$ cat config.mk
export PLATFORM = sky130hd
export DESIGN_NAME = uart_rx_ext_flat
export DESIGN_NICKNAME = d
export VERILOG_FILES = /design/src/rtl/uart_rx_ext_if.sv /design/src/rtl/uart_rx_ext.sv /design/src/flat_wrapper.sv
export SDC_FILE = /design/constraint.sdc
export NUM_CORES = 1
export LEC_CHECK = 0
export BUFFER_PORTS_ARGS = -buffer_cell sky130_fd_sc_hd__buf_2
export CAP_MARGIN = 20
export CELL_PAD_IN_SITES_DETAIL_PLACEMENT = 1
export CELL_PAD_IN_SITES_GLOBAL_PLACEMENT = 1
export CORE_ASPECT_RATIO = 0.8
export CORE_MARGIN = 2
export CORE_UTILIZATION = 25
export DETAILED_ROUTE_END_ITERATION = 12
export PLACE_DENSITY = 0.59
export SETUP_SLACK_MARGIN = 0.1
export SLEW_MARGIN = 20
export SYNTH_ARGS = -nofsm -noshare
export SYNTH_HDL_FRONTEND = slang
export SYNTH_SLANG_ARGS = --single-unit
$ cat constraint.sdc
create_clock -name i_clk -period 1.8 [get_ports i_clk]
set_clock_uncertainty 0.05 [all_clocks]
set_input_delay 0.36 -clock i_clk [delete_from_list [all_inputs] [get_ports i_clk]]
set_output_delay 0.36 -clock i_clk [all_outputs]
set_load 0.01 [all_outputs]
$ cat src/rtl/uart_rx_ext_if.sv
// Receive-side bus from uart_rx_ext to the RX FIFO / interface logic.
// master: the receiver drives the done strobe, data word and error flags.
// slave : the consumer samples them.
interface uart_rx_ext_if #(
  parameter int D_BIT = 8
);
  logic             rx_done_tick;
  logic [D_BIT-1:0] data;
  logic             frame_err;
  logic             parity_err;

  modport master (output rx_done_tick, output data, output frame_err, output parity_err);
  modport slave  (input  rx_done_tick, input  data, input  frame_err, input  parity_err);
endinterface

$ cat src/rtl/uart_rx_ext.sv
// Parametrised UART receiver, oversampled by an external baud tick.
// The line goes through a 2-flop synchroniser. A start bit is accepted only
// if it is still low at its midpoint. A low stop bit sets the framing-error
// flag. Every frame, including one with errors, ends in a done pulse.
// Optional parity checking is built only when the RX_PARITY_EN macro is
// defined. Without it, o_parity_err is tied to 0.
//
// state  | meaning
// IDLE   | line idle, waiting for rx_s low
// START  | timing to mid start bit, rejecting glitches
// DATA   | sampling D_BIT data bits, LSB first
// PARITY | sampling the parity bit (RX_PARITY_EN only)
// STOP   | stop period; sample stop bit, then finish the frame
module uart_rx_ext #(
  parameter int D_BIT      = 8,
  parameter int OVS        = 16,
  parameter int SB_TICK    = 16,
  parameter int PARITY_ODD = 0
) (
  input  logic               i_clk,
  input  logic               i_reset,
  input  logic               i_rx,
  input  logic               i_s_tick,
  uart_rx_ext_if.master      rx_if
);

  localparam int S_W = $clog2(SB_TICK);
  localparam int N_W = $clog2(D_BIT);
  localparam logic [S_W-1:0] S_HALF = S_W'(OVS/2 - 1);
  localparam logic [S_W-1:0] S_BIT  = S_W'(OVS - 1);
  localparam logic [S_W-1:0] S_STOP = S_W'(SB_TICK - 1);
  localparam logic [N_W-1:0] N_LAST = N_W'(D_BIT - 1);

`ifdef RX_PARITY_EN
  typedef enum logic [2:0] {IDLE, START, DATA, PARITY, STOP} state_t;
`else
  typedef enum logic [1:0] {IDLE, START, DATA, STOP} state_t;
`endif

  state_t           state_q, state_d;
  logic             rx_meta_q, rx_s_q;
  logic [S_W-1:0]   s_q, s_d;
  logic [N_W-1:0]   n_q, n_d;
  logic [D_BIT-1:0] b_q, b_d;
  logic             fe_q, fe_d;
  logic             done_q, done_d;
  logic [D_BIT-1:0] data_q, data_d;
  logic             frame_err_q, frame_err_d;
`ifdef RX_PARITY_EN
  logic             par_q, par_d;
  logic             pe_q, pe_d;
  logic             parity_err_q, parity_err_d;
  localparam logic  ODD = (PARITY_ODD != 0);
`endif

  // State, datapath and output registers, plus the line synchroniser.
  always_ff @(posedge i_clk) begin
    if (i_reset) begin
      rx_meta_q    <= 1'b1;
      rx_s_q       <= 1'b1;
      state_q      <= IDLE;
      s_q          <= '0;
      n_q          <= '0;
      b_q          <= '0;
      fe_q         <= 1'b0;
      done_q       <= 1'b0;
      data_q       <= '0;
      frame_err_q  <= 1'b0;
`ifdef RX_PARITY_EN
      par_q        <= 1'b0;
      pe_q         <= 1'b0;
      parity_err_q <= 1'b0;
`endif
    end else begin
      rx_meta_q    <= i_rx;
      rx_s_q       <= rx_meta_q;
      state_q      <= state_d;
      s_q          <= s_d;
      n_q          <= n_d;
      b_q          <= b_d;
      fe_q         <= fe_d;
      done_q       <= done_d;
      data_q       <= data_d;
      frame_err_q  <= frame_err_d;
`ifdef RX_PARITY_EN
      par_q        <= par_d;
      pe_q         <= pe_d;
      parity_err_q <= parity_err_d;
`endif
    end
  end

  // Next state, tick/bit counters, shift register and per-frame flags.
  always_comb begin
    state_d = state_q;
    s_d     = s_q;
    n_d     = n_q;
    b_d     = b_q;
    fe_d    = fe_q;
`ifdef RX_PARITY_EN
    par_d   = par_q;
    pe_d    = pe_q;
`endif
    case (state_q)
      IDLE: begin
        if (!rx_s_q) begin
          state_d = START;
          s_d     = '0;
        end
      end
      START: begin
        if (i_s_tick) begin
          if (s_q == S_HALF) begin
            s_d = '0;
            if (!rx_s_q) begin
              state_d = DATA;
              n_d     = '0;
`ifdef RX_PARITY_EN
              par_d   = 1'b0;
`endif
            end else begin
              state_d = IDLE;
            end
          end else begin
            s_d = s_q + S_W'(1);
          end
        end
      end
      DATA: begin
        if (i_s_tick) begin
          if (s_q == S_BIT) begin
            s_d = '0;
            b_d = {rx_s_q, b_q[D_BIT-1:1]};
`ifdef RX_PARITY_EN
            par_d = par_q ^ rx_s_q;
`endif
            if (n_q == N_LAST) begin
`ifdef RX_PARITY_EN
              state_d = PARITY;
`else
              state_d = STOP;
`endif
            end else begin
              n_d = n_q + N_W'(1);
            end
          end else begin
            s_d = s_q + S_W'(1);
          end
        end
      end
`ifdef RX_PARITY_EN
      PARITY: begin
        if (i_s_tick) begin
          if (s_q == S_BIT) begin
            s_d     = '0;
            pe_d    = rx_s_q ^ par_q ^ ODD;
            state_d = STOP;
          end else begin
            s_d = s_q + S_W'(1);
          end
        end
      end
`endif
      STOP: begin
        if (i_s_tick) begin
          // With SB_TICK == OVS the stop sample and the exit share one tick.
          if (s_q == S_BIT) fe_d = ~rx_s_q;
          if (s_q == S_STOP) begin
            s_d     = '0;
            state_d = IDLE;
          end else begin
            s_d = s_q + S_W'(1);
          end
        end
      end
      default: begin
        state_d = IDLE;
        s_d     = '0;
      end
    endcase
  end

  // Output registers: publish word and flags together with the done pulse.
  always_comb begin
    done_d      = 1'b0;
    data_d      = data_q;
    frame_err_d = frame_err_q;
`ifdef RX_PARITY_EN
    parity_err_d = parity_err_q;
`endif
    if (state_q == STOP && i_s_tick && s_q == S_STOP) begin
      done_d      = 1'b1;
      data_d      = b_q;
      frame_err_d = fe_d;
`ifdef RX_PARITY_EN
      parity_err_d = pe_q;
`endif
    end
  end

  assign rx_if.rx_done_tick = done_q;
  assign rx_if.data         = data_q;
  assign rx_if.frame_err    = frame_err_q;
`ifdef RX_PARITY_EN
  assign rx_if.parity_err   = parity_err_q;
`else
  assign rx_if.parity_err   = 1'b0;
`endif

endmodule

$ cat src/flat_wrapper.sv
// flat-port wrapper written by rule: the top's interface ports become plain ports
module uart_rx_ext_flat 
#(
  parameter int D_BIT      = 8,
  parameter int OVS        = 16,
  parameter int SB_TICK    = 16,
  parameter int PARITY_ODD = 0
)
  (i_clk, i_reset, i_rx, i_s_tick, rx_if_rx_done_tick, rx_if_data, rx_if_frame_err, rx_if_parity_err);
  uart_rx_ext_if #(.D_BIT(D_BIT)) rx_if_i ();
  input  logic i_clk;
  input  logic i_reset;
  input  logic i_rx;
  input  logic i_s_tick;
  output wire logic [$bits(rx_if_i.rx_done_tick)-1:0] rx_if_rx_done_tick;
  output wire logic [$bits(rx_if_i.data)-1:0] rx_if_data;
  output wire logic [$bits(rx_if_i.frame_err)-1:0] rx_if_frame_err;
  output wire logic [$bits(rx_if_i.parity_err)-1:0] rx_if_parity_err;
  assign rx_if_rx_done_tick = rx_if_i.rx_done_tick;
  assign rx_if_data = rx_if_i.data;
  assign rx_if_frame_err = rx_if_i.frame_err;
  assign rx_if_parity_err = rx_if_i.parity_err;
  uart_rx_ext #(.D_BIT(D_BIT), .OVS(OVS), .SB_TICK(SB_TICK), .PARITY_ODD(PARITY_ODD)) u_core (.i_clk(i_clk), .i_reset(i_reset), .i_rx(i_rx), .i_s_tick(i_s_tick), .rx_if(rx_if_i));
endmodule
==> After elaboration in Yosys (flattened, before gate mapping) <==
Index checks and enable logic that the tools add are counted.
W data, S select, Z words.
{ "word_totals": {"output_inout_bits": 11, "inputBits": 4, "regBits": 30, "wordCells": 66} }
{ "op_classes": {"add_sub_neg": 2, "n_mux": 27, "reduce_logical": 9, "eq_ne": 17, "n_bitwise": 1} }
{ "op_table": {"columns": ["op", "n"], "rows": [
  ["$mux W4", 5],
  ["$mux W2", 9],
  ["$mux W3", 6],
  ["$ne A2 B2 Y1 const B", 6],
  ["$pmux W4 S3", 1],
  ["$ne A2 B1 Y1 const B", 5],
  ["$pmux W2 S4", 1],
  ["$reduce_and A8 Y1", 1],
  ["$reduce_and A7 Y1", 1],
  ["$pmux W3 S2", 1],
  ["$reduce_and A3 Y1", 2],
  ["$add A4 B1 Y4 const B", 1],
  ["$eq A2 B2 Y1 const B", 2],
  ["$eq A4 B3 Y1 const B", 1],
  ["$eq A4 B4 Y1 const B", 1],
  ["$mux W1", 4],
  ["$add A3 B1 Y3 const B", 1],
  ["$eq A3 B3 Y1 const B", 1],
  ["$eq A2 B1 Y1 const B", 1],
  ["$logic_and A1 B1 Y1", 2],
  ["$logic_not A2 Y1", 1],
  ["$reduce_bool A2 Y1", 1],
  ["$reduce_or A2 Y1", 1],
  ["$not A1 Y1", 1]
]} }

==> Longest topological paths before layout <==
Gate-level depths: netlist of run 1.
{ "depth": {"ltp_word": 5, "mapped_depth": 6} }

==> Worst setup path before layout of run 1 <==
Ideal clock, no wire load.
{ "synth_path": {"kind": "register to register", "from": "register u_core.s_q[0]", "to": "register u_core.frame_err_q, in the netlist u_core.rx_if.frame_err", "arrival_time_ns": 1.369, "n_path_buf": 1, "synth_period_minus_slack_ns": 1.545, "path_stages_with_launch": 7, "slack_ns": 0.255, "required_ns": 1.624, "cell_sequence": "dfxtp_1 -> ha_1 -> nand4_1 -> or2_1 -> buf_6 -> a21oi_1 -> nor2_1"} }
{ "synth_between": {"elab_chain_cells": 4, "word_cells_on_any_way": 5, "classes_between": "eq/ne: 1; mux: 3; reduce/logical: 1"} }
{ "synth_lines": {"columns": ["element", "line", "text"], "rows": [
  ["start: declaration", "uart_rx_ext.sv:42", "logic [S_W-1:0] s_q, s_d;"],
  ["start signal: assignment", "uart_rx_ext.sv:62", "s_q <= '0;"],
  ["start signal: assignment", "uart_rx_ext.sv:78", "s_q <= s_d;"],
  ["$eq A4 B4 Y1 (*)", "uart_rx_ext.sv:167, uart_rx_ext.sv:191", null],
  ["$mux W1", "uart_rx_ext.sv:167", "if (s_q == S_BIT) fe_d = ~rx_s_q;"],
  ["$mux W1", "uart_rx_ext.sv:165", "if (i_s_tick) begin"],
  ["$mux W1", "uart_rx_ext.sv:104", "case (state_q)"],
  ["end signal: assignment", "uart_rx_ext.sv:84", "frame_err_q <= frame_err_d;"],
  ["end: declaration", "uart_rx_ext.sv:48", "logic frame_err_q, frame_err_d;"]
]} }
Every way passes the cells marked *; elsewhere a longest branch is shown, timed or not.
A chain may end at the register's enable or synchronous reset.

==> Worst setup path in the final report of run 1 <==
{ "layout_path": {"from": "register u_core.n_q[0]", "to": "register u_core.n_q[0]"} }
{ "layout_between": {"elab_chain_cells": 5, "word_cells_on_any_way": 8, "classes_between": "add/sub: 1; eq/ne: 2; mux: 4; reduce/logical: 1"} }
{ "layout_lines": {"columns": ["element", "line", "text"], "rows": [
  ["start: declaration", "uart_rx_ext.sv:43", "logic [N_W-1:0] n_q, n_d;"],
  ["start signal: assignment", "uart_rx_ext.sv:79", "n_q <= n_d;"],
  ["$add A3 B1 Y3", "uart_rx_ext.sv:144", "n_d = n_q + N_W'(1);"],
  ["$mux W3", "uart_rx_ext.sv:137", "if (n_q == N_LAST) begin"],
  ["$mux W3", "uart_rx_ext.sv:131", "if (s_q == S_BIT) begin"],
  ["$mux W3", "uart_rx_ext.sv:130", "if (i_s_tick) begin"],
  ["$pmux W3 S2", "uart_rx_ext.sv:104", null]
]} }
Several ways; a longest one is shown, not always the timed one. The select of a mux whose other input is x is not followed.

==> out/qor.csv, run 1 <==
metric;value;unit
outcome;finished, final reports clean;
vertical die dimension;65.6;microns
number of antenna violations at the first check in global routing;0;
area grow syn2layout;20.8;%
# Post-CTS Setup Buffers;0;
initial core utilization;25.9;%
final antenna diode count;0;
share of the core filled with cells;31.3;%
pin count of the biggest net entering global routing;18;
number of detailed-routing iterations run before antenna repair;4;
internal power consumption;1.11;mW
clock sink count;29;
Max Buffers Root-to-Sink;2;
CTS tree;built;
fraction of the cycle the final worst path needs;87.4;%
Max stage delay on crit path;320;ps
sequential cell fraction of total power;47.4;%
final setup violation count;0;
end of the worst register-to-register path;u_core.n_q[0];
number of buffer and inverter instances along the worst setup path;0;
post-detailed-routing wire length;2.45;mm
post-route DRC violation count;0;
overall fraction of global-route tracks in use;11.2;%
CP arrival;1690;ps
final count of pins violating max slew;0;
main area contributors after synthesis;sky130_fd_sc_hd__dfxtp_1, sky130_fd_sc_hd__mux2i_1, sky130_fd_sc_hd__nand2_1, sky130_fd_sc_hd__nor2_1, sky130_fd_sc_hd__a21oi_1;
sequence of cells on the critical path;ha_1 -> ha_1 -> nor4_1 -> nor3_1 -> mux2_2;
proportion of layout cells with a drive suffix above 1;22.0;%
die outline area;5310;sq um
Vias;930;
gate family responsible for the most delay along the worst path;adder cells;
maximum vdd ir drop;265;uV
number of different library cells in the post-synthesis netlist;29;
root buffer cell;sky130_fd_sc_hd__clkbuf_8;
worst r2r path cells;5;
weighted congestion reported at the end of routability-driven placement;0.790;
Critical path destination;u_core.n_q[0];
Hold Vio Cnt, Final;0;
achievable clock frequency;636;MHz
Post-Route Setup TNS;0;ps
path category of the worst min-delay check;in2reg;
Layout Nets;156;
post-synthesis register bit count;29;
startpoint type of the worst setup path;flip-flop;
first-pass GRT wire length;4.26;mm
average cell area after synthesis;8.91;sq um
most used cell, CP;sky130_fd_sc_hd__ha_1;
max-cap viol count;0;
wire length per cell;11.7;microns
standard-cell rows;22;
share of total power in combinational logic;2.8;%
clock group share of total power;49.8;%
share of the yosys chip area belonging to registers;49.0;%
H-tree lvl count;2;
number of nets in the synthesized netlist;140;
LEAKAGE;0.543;nW
IO Count;15;
DP HPWL;1.78;mm
worst reg-to-reg setup slack;230;ps
library cell contributing the largest single delay on the critical path;sky130_fd_sc_hd__dfxtp_1;
Switching Fraction;19.6;%
crit path max fanout;3;
CP startpoint;u_core.n_q[0];
setup repair after global routing missed its margin;false;
number of standard cells after synthesis;133;
P per Cell Area;966;nW/um^2
leftover overflow at the end of global routing;0;
shortest period the worst path allows;1570;ps
clock latency at the later pin of the worst-skew pair;280;ps
worst path required time;1920;ps
count of buffers inserted at the top-level ports;13;
number of DRC markers after the initial detailed-route iteration;52;
number of global-route vias before repair;926;
Crit Reg-Reg Startpoint;u_core.n_q[0];
library cell occupying the most area in the post-synthesis netlist;sky130_fd_sc_hd__dfxtp_1;
Horiz. Die Dim;81.0;microns
total CTS buffers;5;
net switching power;0.270;mW
top cell type's share of synthesized area;49.0;%
cell depth of the worst setup path;5;
sort of element at the end of the critical path;flip-flop;
vias per std cell;4.43;
standard cell core area;4570;sq um
class of the most critical setup path;reg2reg;
post-synthesis cell area;1180;sq um
Synthesis Warnings;0;
post-route antenna net violation count;0;
Clk pin slew, worst setup/hold paths;60;ps
-- registers in the layout, summed over array words and instances (netlist names), named ones only --
register,flops
u_core.s_q,4
u_core.rx_if.rx_done_tick,1
u_core.rx_if.frame_err,1
u_core.b_q,8
u_core.rx_s_q,1
u_core.state_q,1
u_core.rx_meta_q,1
u_core.rx_if.data,8
u_core.n_q,3
-- routing by layer --
metal,vias up,track usage (%),routed length [microns]
li1,480,-,-
met1,430,12.9,1230
met2,15,16.1,1020
met3,5,4.67,109
met4,0,8.90,87
met5,-,0,0
-- placed cells by master, fill, tap and decap left out, types with 2 or more instances in the layout --
cell type	Yosys	final
sky130_fd_sc_hd__a21oi_1	13	13
sky130_fd_sc_hd__nand2_1	22	22
sky130_fd_sc_hd__buf_2	0	13
sky130_fd_sc_hd__nand4_1	2	2
sky130_fd_sc_hd__a22o_1	2	2
sky130_fd_sc_hd__nor2_1	18	18
sky130_fd_sc_hd__mux2i_1	9	9
sky130_fd_sc_hd__nand3_1	3	3
sky130_fd_sc_hd__ha_1	3	2
sky130_fd_sc_hd__buf_4	1	4
sky130_fd_sc_hd__dfxtp_1	29	29
sky130_fd_sc_hd__clkbuf_8	0	6
sky130_fd_sc_hd__or2_2	3	3
sky130_fd_sc_hd__nor3_1	6	5
sky130_fd_sc_hd__nor3_2	1	2
-- power by group through the flow --
stage               combinational (mW)  sequential [mW]  clock (mW)
CTS                             0.0395            0.655       0.717
floorplan                       0.0300            0.667           0
global route                    0.0455            0.656       0.748
global placement                0.0392            0.669           0
finish                          0.0387            0.655       0.689
detailed placement              0.0394            0.669           0
-- synth_stat cells, drive strengths merged --
cell     n
nor4     1
ha       3
o2111a   1
mux2i    9
nand2   22
mux2     2
nand3    3
a211oi   1
a32oi    1
nor2    18
nor3b    1
nand4    2
a31oi    1
inv      1
or2      5
conb     1
a21o     1
a21oi   13
dfxtp   29
nor3     7
a22o     2
clkbuf   5
buf      3
o21ai    1
-- timing repair --
action	CTS	global route
endpoints found under the setup margin	0	6
gates resized for setup	0	3
hold buffers	0	0
-- how the worst min path moves through the flow --
| stage | slack, ps | endpoint | from | cells after the start |
|---|---|---|---|---|
| after floorplan | 340 | u_core.rx_s_q | u_core.rx_meta_q | 1 |
| after global placement | 340 | u_core.rx_s_q | u_core.rx_meta_q | 1 |
| after detailed placement | 350 | u_core.rx_s_q | u_core.rx_meta_q | 1 |
| after CTS | 200 | u_core.rx_meta_q | i_rx | 2 |
| after global routing | 200 | u_core.rx_meta_q | i_rx | 2 |
| final | 210 | u_core.rx_meta_q | i_rx | 2 |
-- cells by family after synthesis --
group	share of synthesized area [%]
other	0.316
AOI/OAI and AO/OA	10.9
adders and majority gates	3.17
buffers and inverters	4.54
and+or+nand+nor	22.6
DFF	49.0
muxes	9.50
-- through the flow --
step                      power (mW)  instances  hold slack (ps)  setup WS [ps]  cell area (sq um)
after floorplan                0.697        133              339            255               1180
after global placement         0.708        202              343            253               1310
after detailed placement       0.708        202              346            181               1310
after CTS                       1.41        210              201            169               1420
after global routing            1.45        210              202            112               1430
final                           1.38        210              210            228               1430
-- final cells by class --
| class | count | area, sq um |
|---|---|---|
| clock buffers | 7 | 86.3 |
| repair buffers | 17 | 95.1 |
| well taps | 60 | 75.1 |
| flip-flops and latches | 29 | 581 |
| clock inverters | 1 | 30.0 |
| inverters | 1 | 3.75 |
| multi-input cells | 95 | 561 |
| fillers | 566 | 3140 |
(Power assumes the default switching activity.)
==> run 2: changes to the inputs <==
- BUFFER_PORTS_ARGS: -buffer_cell sky130_fd_sc_hd__buf_2 -> -buffer_cell sky130_fd_sc_hd__buf_4
- CELL_PAD_IN_SITES_DETAIL_PLACEMENT: 1 -> not set
- CELL_PAD_IN_SITES_GLOBAL_PLACEMENT: 1 -> not set
- PLACE_DENSITY: 0.59 -> 0.5
- SLEW_MARGIN: 20 -> not set
==> out/qor.csv, run 2 (synthesized netlist as in run 1, its figures left out) <==
metric;value;unit
Most Crowded Layer GR;met1;
met2 capacity usage during global routing;12.1;%
leading cell types in the layout, fill and taps excluded;sky130_fd_sc_hd__dfxtp_1, sky130_fd_sc_hd__nand2_1, sky130_fd_sc_hd__nor2_1;
achievable clock frequency;629;MHz
met1 Usage GRT;12.3;%
standard cell core area;4570;sq um
max-cap viol count;0;
vertical die dimension;65.6;microns
worst path required time;1910;ps
class of the most critical setup path;reg2reg;
standard-cell rows;22;
LEAKAGE;0.544;nW
path category of the worst min-delay check;in2reg;
overall fraction of global-route tracks in use;9.20;%
library cell contributing the largest single delay on the critical path;sky130_fd_sc_hd__dfxtp_1;
clock latency at the later pin of the worst-skew pair;270;ps
Vias;925;
Layout Nets;156;
Clk pin slew, worst setup/hold paths;60;ps
die outline area;5310;sq um
Hold Vio Cnt, Final;0;
crit path max fanout;5;
final setup violation count;0;
initial core utilization;25.9;%
maximum vdd ir drop;235;uV
post-detailed-routing wire length;2.14;mm
pin count of the biggest net entering global routing;29;
Post-Route Setup TNS;0;ps
end of the worst register-to-register path;u_core.n_q[0];
final design area excluding fillers;1460;sq um
Max Buffers Root-to-Sink;2;
count of buffers inserted at the top-level ports;13;
IO Count;15;
final count of pins violating max slew;0;
CP arrival;1700;ps
H-tree lvl count;2;
final antenna diode count;0;
setup repair after global routing missed its margin;false;
Horiz. Die Dim;81.0;microns
number of antenna violations at the first check in global routing;0;
weighted congestion reported at the end of routability-driven placement;0.856;
root buffer cell;sky130_fd_sc_hd__clkbuf_8;
post-route antenna net violation count;0;
DP Area;1320;sq um
DP HPWL;1.49;mm
post-route DRC violation count;0;
leading cell type in the layout, fill and taps excluded;sky130_fd_sc_hd__dfxtp_1;
P per Cell Area;941;nW/um^2
first-pass GRT wire length;3.66;mm
CP startpoint;u_core.s_q[0];
met3 usage in global routing;3.71;%
area grow syn2layout;23.4;%
Max stage delay on crit path;370;ps
total CTS buffers;5;
sort of element at the end of the critical path;flip-flop;
CTS tree;built;
fraction of the cycle the final worst path needs;88.3;%
Crit Reg-Reg Startpoint;u_core.s_q[0];
sequence of cells on the critical path;ha_2 -> nand4_1 -> nor3_1 -> nor3_1 -> mux2_2;
vias per std cell;4.40;
number of DRC markers after the initial detailed-route iteration;162;
worst reg-to-reg setup slack;210;ps
most used cell, CP;sky130_fd_sc_hd__nor3_1;
wire length per cell;10.2;microns
outcome;finished, final reports clean;
number of global-route vias before repair;827;
startpoint type of the worst setup path;flip-flop;
proportion of layout cells with a drive suffix above 1;21.3;%
shortest period the worst path allows;1590;ps
leftover overflow at the end of global routing;0;
worst r2r path cells;5;
Critical path destination;u_core.n_q[0];
clock sink count;29;
number of detailed-routing iterations run before antenna repair;4;
==> run 2: worst max-delay path, delay by kind of cell (launching register included) <==
family | cells | cell delay [ps]
flops | 1 | 370
mux | 1 | 280
fa+ha+maj | 1 | 230
simple gates | 3 | 550
==> run 2: what timing repair did <==
item / in CTS / in global routing
hold buffers: 0 / 0
hold endpoints to repair: 0 / 0
setup endpoints to repair: 0 / 16
resized for setup: 0 / 3
buffers inserted: 0 / 2
==> run 2: final cells by class <==
type | count | area (sq um)
multi-input cells | 95 | 556
well taps | 60 | 75.1
fillers | 489 | 3110
repair buffers | 17 | 131
inverters | 1 | 3.75
flip-flops and latches | 29 | 581
clock buffers | 7 | 86.3
clock inverters | 1 | 30.0
==> run 2: worst min-delay path by stage <==
stage                          start               end  depth (start not counted)
floorplan           u_core.rx_meta_q     u_core.rx_s_q                          1
global placement    u_core.rx_meta_q     u_core.rx_s_q                          1
detailed placement  u_core.rx_meta_q     u_core.rx_s_q                          1
CTS                             i_rx  u_core.rx_meta_q                          2
global route                    i_rx  u_core.rx_meta_q                          2
finish                          i_rx  u_core.rx_meta_q                          2
==> run 2: report_power, final <==
part / switching [mW] / internal (mW)
sequential: 0.00711 / 0.647
combinational: 0.0236 / 0.0153
clock: 0.232 / 0.450
==> run 2: routing by layer <==
metal,routed length [microns],vias to the layer above
li1,-,483
met4,58,0
met2,869,19
met5,0,-
met3,98,5
met1,1110,418
==> run 2: through the flow <==
| stage | power (mW) | setup slack (ps) | hold WS [ps] | std cells | utilization (%) |
|---|---|---|---|---|---|
| finish | 1.38 | 210 | 218 | 210 | 32.0 |
| floorplan | 0.697 | 255 | 339 | 133 | - |
| global placement | 0.706 | 161 | 344 | 200 | 28.9 |
| global route | 1.43 | 101 | 212 | 210 | 32.0 |
| CTS | 1.39 | 109 | 208 | 208 | 31.5 |
| detailed placement | 0.707 | 120 | 352 | 200 | 28.9 |
==> run 3: changes to the inputs <==
- ABC_AREA: not set -> 1
==> out/qor.csv, run 3 <==
metric;value;unit
flip-flop cell with the highest count after synthesis;sky130_fd_sc_hd__dfxtp_1;
root buffer cell;sky130_fd_sc_hd__clkbuf_8;
final count of pins violating max slew;0;
fraction of the cycle the final worst path needs;82.7;%
count of buffers inserted at the top-level ports;13;
post-detailed-routing wire length;2.46;mm
Design Power;1.25;mW
startpoint type of the worst setup path;flip-flop;
maximum vdd ir drop;290;uV
top cell type's share of synthesized area;46.8;%
final setup violation count;0;
vertical die dimension;67.0;microns
P per Cell Area;848;nW/um^2
leading cell type by number of instances after synthesis;sky130_fd_sc_hd__nor2_1;
Hold Path Stages;2;
share of the yosys chip area belonging to registers;46.8;%
shortest period the worst path allows;1490;ps
most used cell, CP;sky130_fd_sc_hd__nand3_4;
CTS tree;built;
achievable clock frequency;672;MHz
worst r2r path cells;6;
library cell occupying the most area in the post-synthesis netlist;sky130_fd_sc_hd__dfxtp_1;
wire length per cell;10.5;microns
Max stage delay on crit path;370;ps
total CTS buffers;5;
vias per std cell;4.26;
Max Buffers Root-to-Sink;2;
Horiz. Die Dim;82.8;microns
weighted congestion reported at the end of routability-driven placement;0.775;
Hold Path End;u_core.rx_meta_q;
Layout Nets;181;
share of async-settable or async-resettable flops after synthesis;0;%
path category of the worst min-delay check;in2reg;
class of the most critical setup path;reg2reg;
Vias;997;
Post-Route Setup TNS;0;ps
post-route DRC violation count;0;
main area contributors after synthesis;sky130_fd_sc_hd__dfxtp_1, sky130_fd_sc_hd__nor2_1, sky130_fd_sc_hd__nand2_1, sky130_fd_sc_hd__o21ai_1, sky130_fd_sc_hd__a21oi_1;
leading post-synthesis cells by instance count;sky130_fd_sc_hd__nor2_1, sky130_fd_sc_hd__dfxtp_1, sky130_fd_sc_hd__nand2_1;
share of the core filled with cells;31.6;%
sequence of cells on the critical path;ha_1 -> nand3_4 -> nor2_4 -> nand3_4 -> o21ai_1 -> nor2_1;
clock sink count;29;
post-route antenna net violation count;0;
post-synthesis register bit count;29;
Clk pin slew, worst setup/hold paths;60;ps
number of DRC markers after the initial detailed-route iteration;68;
number of nets in the synthesized netlist;165;
H-tree lvl count;2;
number of placed instances, taps included;227;
library cell contributing the largest single delay on the critical path;sky130_fd_sc_hd__dfxtp_1;
standard-cell rows;22;
die outline area;5550;sq um
worst path required time;1920;ps
Hold Vio Cnt, Final;0;
number of global-route vias before repair;905;
number of antenna violations at the first check in global routing;0;
CP arrival;1610;ps
max-cap viol count;0;
proportion of layout cells with a drive suffix above 1;23.0;%
post-synthesis cell area;1240;sq um
DP Area;1380;sq um
initial core utilization;26.5;%
# Post-CTS Setup Buffers;0;
sort of element at the end of the critical path;flip-flop;
leftover overflow at the end of global routing;0;
number of different library cells in the post-synthesis netlist;27;
Crit Reg-Reg Startpoint;u_core.s_q[0];
area grow syn2layout;19.0;%
IO Count;15;
leading cell types in the layout, fill and taps excluded;sky130_fd_sc_hd__nor2_1, sky130_fd_sc_hd__dfxtp_1, sky130_fd_sc_hd__nand2_1;
post-route non-filler standard cell count;234;
clock latency at the later pin of the worst-skew pair;280;ps
final design area excluding fillers;1480;sq um
total of hold buffers inserted after clock tree synthesis;0;
outcome;finished, final reports clean;
Synthesis Warnings;0;
end of the worst register-to-register path;u_core.rx_if.data[0];
number of detailed-routing iterations run before antenna repair;4;
crit path max fanout;11;
pin count of the biggest net entering global routing;20;
average cell area after synthesis;7.86;sq um
worst reg-to-reg setup slack;310;ps
setup repair after global routing missed its margin;false;
LEAKAGE;0.598;nW
first-pass GRT wire length;4.21;mm
Hold Startpoint;i_rx;
DP HPWL;1.80;mm
overall fraction of global-route tracks in use;10.5;%
number of standard cells after synthesis;158;
leading cell type in the layout, fill and taps excluded;sky130_fd_sc_hd__nor2_1;
final antenna diode count;0;
number of enable-type register cells in the synthesized netlist;0;
standard cell core area;4680;sq um
## run 3: cell count changes in the layout (fill, tap and decap cells not counted), moves of 4 or more
cell,delta
sky130_fd_sc_hd__nor2_1,+20
sky130_fd_sc_hd__nand2_1,-5
sky130_fd_sc_hd__o21ai_1,+12
sky130_fd_sc_hd__nor3_1,-6
sky130_fd_sc_hd__inv_2,+4
sky130_fd_sc_hd__o21ai_0,+6
sky130_fd_sc_hd__nand2_2,+4
sky130_fd_sc_hd__a21oi_1,-4
sky130_fd_sc_hd__inv_1,+7
sky130_fd_sc_hd__mux2i_1,-9
## run 3: how the worst max path moves through the flow
stage,startpoint,to,slack [ps],cells past startpoint
floorplan,u_core.s_q[0],u_core.rx_if.data[1],440,7
finish,u_core.s_q[0],u_core.rx_if.data[0],310,6
CTS,u_core.s_q[0],u_core.rx_if.data[6],190,7
global placement,u_core.s_q[0],u_core.rx_if.data[4],280,7
global route,u_core.s_q[0],u_core.rx_if.data[4],170,7
detailed placement,u_core.s_q[0],u_core.rx_if.data[6],210,7
## run 3: per-stage QoR
stage          setup WS, ps  hold slack (ps)
2_1_floorplan           437              339
3_3_place_gp            282              341
3_5_place_dp            210              344
4_1_cts                 192              208
5_1_grt                 167              207
6_report                312              216
## run 3: where the power goes
group	internal [mW]	switching [mW]	total (mW)
sequential	0.647	0.00565	0.653
combinational	0.0213	0.0438	0.0651
clock	0.302	0.231	0.534
## run 3: routing by layer
metal  GRT usage [%]  part of all wire [%]  up-vias
met5               0                     0        -
met1            15.3                    55      429
met4            5.53                   2.8        0
li1                -                     -      538
met3            3.93                   6.1        7
met2            13.0                    36       23
## run 3: repair_timing
action	in CTS	in global routing
endpoints found under the setup margin	0	9
endpoints found under the hold margin	0	0
resized for setup	0	2
## run 3: cells by family after synthesis
group | share of synthesized area (%)
fa+ha+maj | 3.02
compound gates | 12.6
flops | 46.8
other cells | 0.302
simple gates | 29.5
buf+inv | 7.06
xor+xnor | 0.706
## run 3: area by class of cell
type,count,area (sq um)
Multi-Input combinational cell,111,581
Inverter,14,56.3
Tap cell,60,75.1
Timing Repair Buffer,13,97.6
Fill cell,518,3200
Clock buffer,7,86.3
Sequential cell,29,581
## run 3: worst max-delay path: cells and delay by family (launching register included)
family	cells	cell delay (ps)
AO/OA/AOI/OAI	1	210
flip-flops	1	370
adder cells (fa/ha/maj)	1	270
AND/OR/NAND/NOR	4	470
